`src/rtl/sv32_table_walk.sv`:
```
// sv32_table_walk: two-level Sv32 page-table walker returning a flattened leaf word (all-zero on fault).
module sv32_table_walk #(
  parameter bit CHECK_A = 1'b1
) (
  input  logic        clk,
  input  logic        resetn,
  input  logic        walk_valid,
  output logic        walk_ready,
  input  logic [31:0] address,
  input  logic [31:0] satp,
  output logic [31:0] pte_,
  output logic        mem_valid,
  input  logic        mem_ready,
  output logic [33:0] mem_addr,
  input  logic [31:0] mem_rdata
);
  typedef enum logic [1:0] {IDLE, L1, L0, DONE} state_t;
  state_t      state_q;
  logic        walk_ready_q, mem_valid_q;
  logic [33:0] mem_addr_q, l0_addr_d;
  logic [31:0] pte_q, pte_d;
  logic [9:0]  vpn0_q;
  logic [21:0] ppn, base;
  logic        is_ptr, bad, fault;
  assign ppn    = mem_rdata[31:10];
  assign is_ptr = mem_rdata[0] & ~mem_rdata[1] & ~mem_rdata[2] & ~mem_rdata[3];
  assign bad    = ~mem_rdata[0] | (mem_rdata[2] & ~mem_rdata[1]);
  // A level-1 leaf is a superpage: low PPN bits come from VPN[0] and must be zero in the PTE.
  assign base   = (state_q == L1) ? {ppn[21:10], vpn0_q} : ppn;
  assign fault  = bad | ((state_q == L0) ? is_ptr : (ppn[9:0] != 10'd0))
                | (base[21:20] != 2'd0) | (CHECK_A & ~mem_rdata[6]);
  assign pte_d     = fault ? 32'h0 : {base[19:0], 4'h0, mem_rdata[7:0]};
  assign l0_addr_d = {ppn, 12'h000} + {22'h0, vpn0_q, 2'b00};
  always_ff @(posedge clk or negedge resetn)
    if (!resetn) begin
      state_q      <= IDLE;
      walk_ready_q <= 1'b0;
      mem_valid_q  <= 1'b0;
      mem_addr_q   <= '0;
      pte_q        <= '0;
      vpn0_q       <= '0;
    end else begin
      case (state_q)
        IDLE: if (walk_valid) begin
          state_q     <= L1;
          vpn0_q      <= address[21:12];
          mem_valid_q <= 1'b1;
          mem_addr_q  <= {satp[21:0], 12'h000} + {22'h0, address[31:22], 2'b00};
        end
        L1, L0: if (mem_ready) begin
          if (state_q == L1 && is_ptr) begin
            state_q    <= L0;
            mem_addr_q <= l0_addr_d;
          end else begin
            state_q      <= DONE;
            mem_valid_q  <= 1'b0;
            walk_ready_q <= 1'b1;
            pte_q        <= pte_d;
          end
        end
        default: begin
          state_q      <= IDLE;
          walk_ready_q <= 1'b0;
        end
      endcase
    end
  assign walk_ready = walk_ready_q;
  assign mem_valid  = mem_valid_q;
  assign mem_addr   = mem_addr_q;
  assign pte_       = pte_q;
endmodule

```
`config.mk`:
```
export PLATFORM = sky130hd
export DESIGN_NAME = sv32_table_walk
export DESIGN_NICKNAME = d
export VERILOG_FILES = /design/src/rtl/sv32_table_walk.sv
export SDC_FILE = /design/constraint.sdc
export NUM_CORES = 1
export LEC_CHECK = 0
export BUFFER_PORTS_ARGS = -buffer_cell sky130_fd_sc_hd__buf_2
export CAP_MARGIN = 25
export CORE_MARGIN = 5
export CORE_UTILIZATION = 42
export DETAILED_ROUTE_END_ITERATION = 8
export PLACE_DENSITY = 0.73
export RECOVER_POWER = 50
export SLEW_MARGIN = 20
export SYNTH_ARGS = -nofsm -noshare
export SYNTH_HDL_FRONTEND = slang
export SYNTH_SLANG_ARGS = --single-unit
```
`constraint.sdc`:
```
create_clock -name clk -period 2.25 [get_ports clk]
set_clock_uncertainty 0.2 [all_clocks]
set_input_delay 0.45 -clock clk [delete_from_list [all_inputs] [get_ports clk]]
set_output_delay 0.45 -clock clk [all_outputs]
set_load 0.01 [all_outputs]
```
==> flow_summary.yaml <==
outcome:
  outcome: "completed"
power:
  sequential_cell_fraction_of_total_power_pct: 29.9
  sw_frac_of_total_pct: 33.3
  switchingPower_mw: 2.32
  internal-power_mw: 4.64
  p_leak_nw: 2.36
  ir_worst_vdd_mv: 0.777
  power_density_nw_per_um2: 1500
  pwr-share-clk_pct: 16.2
  pwr-share-comb_pct: 53.9
route:
  antenna_violating_nets_post_route: 0
  routed_wl_mm: 8.74
  detailedRoute.firstIterationViolations: 36
  post_drt_wl_per_cell_um: 17.4
  length_of_the_first_detailed_routing_pass_in_iterations: 4
  drc: 0
  num_vias: 2536
  vias_per_instance: 5.06
logic_synthesis:
  post_synth_most_frequent_cells: "sky130_fd_sc_hd__dfrtp_1, sky130_fd_sc_hd__mux2_2, sky130_fd_sc_hd__mux2_4"
  simple_gate_share_of_the_synthesized_area_pct: 2.36
  synth_fa_ha_area_share_pct: 1.41
  synth_top_cells_by_area: "sky130_fd_sc_hd__dfrtp_1, sky130_fd_sc_hd__mux2_2, sky130_fd_sc_hd__mux2_4"
  synth_cells: 241
  synth_top_area_share_pct: 52.1
  netlist.top_cell.by_area: "sky130_fd_sc_hd__dfrtp_1"
  synth.ff_latch_count: 74
  synth_top_family_by_area: "multiplexers"
  ys_types: 30
  synth_area_um2: 3560
  synth.mux.area_fraction_pct: 29.8
  synth_compound_gate_area_share_pct: 9.85
  number_of_synthesized_flops_with_an_enable_pin: 0
  synth_top_flop_cell: "sky130_fd_sc_hd__dfrtp_1"
  postSynth.asyncResetShare_pct: 100
  synth_xor_area_share_pct: 0
  syn_avg_cell_area_um2: 14.8
  synth_warn: 0
  synthMostInstantiatedCell: "sky130_fd_sc_hd__dfrtp_1"
  register_area_share_after_synthesis_pct: 52.1
layout:
  n_antenna_cell: 0
  multiInputGateArea_um2: 1580
  syn_to_final_growth_pct: 30.8
  layout.nets: 496
  utilization_pct: 56.6
  fillCellCount: 702
  finish.instance_area_um2: 4650
  area.sequential_um2: 1850
  layout-drive-gt1-share_pct: 57.6
sta:
  final_setup_margin_ns: 0.127
  period_share_pct: 94.4
  max_frequency_mhz: 471
  worst_slew_pin_tran_ns: 0.928
  max-slew-margin-rel_pct: 38.1
  fin_tns_setup_ns: 0
  finalSetupViolations: 0
  unrepaired_setup_endpoints_after_global_routing: "false"
  slew_viols_final: 0
  hold-worst-slack_ns: 0.137
  final_min_period_ns: 2.12
  timing_hold_violations_final: 0
setup_path:
  worstSetupStartpointType: "flop"
  critical_path_peak_fanout: 6
  cp_num_buf_inv: 3
  worst-r2r-cell-count: 7
  worst-setup-path-type: "flop to flop"
  worst_ep_required_time_ns: 2.26
  rr_endpoint: "mem_addr[13]"
  crit-reg2reg-launch: "state_q[1]"
  worst_setup_path_end_kind: "flop"
  crit_arrival_ns: 2.14
  critical_path.max_stage_delay_ns: 0.40
  worst_path_max_delay_cell: "sky130_fd_sc_hd__dfrtp_1"
  reg2reg_setup_slack_ns: 0.13
  cpMostUsedCell: "sky130_fd_sc_hd__inv_1"
  path_cells: "inv_1 > ha_4 > inv_1 > o211a_1 > o21ai_4 > clkbuf_16 > mux2_4"
  critical_path.top_delay_family: "compound AO/OA/AOI/OAI gates"
global_routing:
  wire_length_of_the_first_global_routing_pass_mm: 14.0
  antenna_found_initial: 0
  first_global_vias: 2787
  overall_track_demand_over_capacity_in_global_routing_pct: 17.2
  grt_start_max_net_pins: 37
  grt_residual_overflow: 0
worst_hold_path:
  min_delay_path_depth: 2
  min_from: "mem_rdata[5]"
  min_delay_worst_endpoint: "pte_[5]"
  hold_class: "input pin to flop"
place:
  detailed_place_hpwl_mm: 6.52
  detailedPlace.worstSlack_ns: 0.00301
  globalplace.congestion: 0.788
  port_buffers: 137
  placed_area_um2: 4420
floorplan:
  start_util_pct: 43.3
  die_x_um: 102
  core_um2: 8220
  dieHeight_um: 102
  fp.dieArea_um2: 10400
  core.rowCount: 33
  num_io_pins: 168
cts:
  cts_buffers: 9
  tritoncts_clock_tree: "done"
  cts_max_level: 3
  ctsLongestPathBuffers: 2
  tritoncts_num_sinks: 74
  path_clk_slew_ns: 0.08
  clk_latency_ns: 0.34
  clock_tree.root_cell: "sky130_fd_sc_hd__clkbuf_8"
job:
  max-cap-violations: 0
flip-flops by register name, summed over array words and instances, names as in the netlist:
signal      cells
mem_valid       1
walk_ready      1
mem_addr       32
state_q         2
pte_           28
vpn0_q         10
cell families after synthesis:
group | Yosys count
AOI/OAI and AO/OA | 42
adders and majority gates | 4
buffers and inverters | 25
DFF | 74
muxes | 84
other | 1
and+or+nand+nor | 11
worst max path at each step:
stage | cells past startpoint | startpoint | to
3_5_place_dp | 6 | mem_rdata[1] | pte_[18]
6_report | 7 | state_q[1] | mem_addr[13]
4_1_cts | 7 | state_q[0] | pte_[15]
2_1_floorplan | 6 | state_q[0] | mem_addr[12]
5_1_grt | 7 | state_q[1] | mem_addr[14]
3_3_place_gp | 6 | mem_rdata[1] | pte_[27]
cell type report:
| type | count | area share, % |
|---|---|---|
| repair buffers | 154 | 18.2 |
| clock buffers | 10 | 2.96 |
| inverters | 6 | 0.484 |
| flip-flops and latches | 74 | 39.8 |
| well taps | 105 | 2.82 |
| multi-input cells | 147 | 34.0 |
| clock inverters | 5 | 1.69 |
power groups by stage:
stage	clock [mW]	combinational [mW]	sequential [mW]
6_report	1.13	3.75	2.08
3_3_place_gp	0	3.61	2.07
5_1_grt	1.22	4.04	2.13
3_5_place_dp	0	3.68	2.09
4_1_cts	1.16	3.69	2.08
2_1_floorplan	0	2.54	2.20
cells in the final DEF (no fill, tap or decap), drive strengths merged, types with 2 or more instances in the layout:
cell type | netlist | final
mux2 | 84 | 84
inv | 6 | 6
buf | 15 | 120
nor2 | 2 | 2
conb | 1 | 6
ha | 4 | 4
nor4 | 2 | 2
nor3 | 2 | 2
a21o | 2 | 2
clkinv | 0 | 3
bufinv | 0 | 2
o21ai | 4 | 4
a22o | 27 | 27
a21oi | 4 | 4
clkbuf | 4 | 43
dfrtp | 74 | 74
stage by stage:
stage | total power, mW | std cells
6_report | 6.96 | 501
5_1_grt | 7.40 | 501
4_1_cts | 6.94 | 499
3_5_place_dp | 5.76 | 483
3_3_place_gp | 5.68 | 483
2_1_floorplan | 4.74 | 246
layer usage:
metal / share of wire [%] / GRT usage (%)
met4: 1.2 / 5.25
met2: 49 / 28.8
met5: 0 / 0
met1: 41 / 21.2
met3: 8.9 / 5.53
what timing repair did:
item,in CTS,in global routing
resized for setup,0,2
hold endpoints to repair,34,0
hold buffers,1,0
setup endpoints to repair,0,33
setup buffers,0,1
No activity file was read; power rests on OpenSTA's default activity.
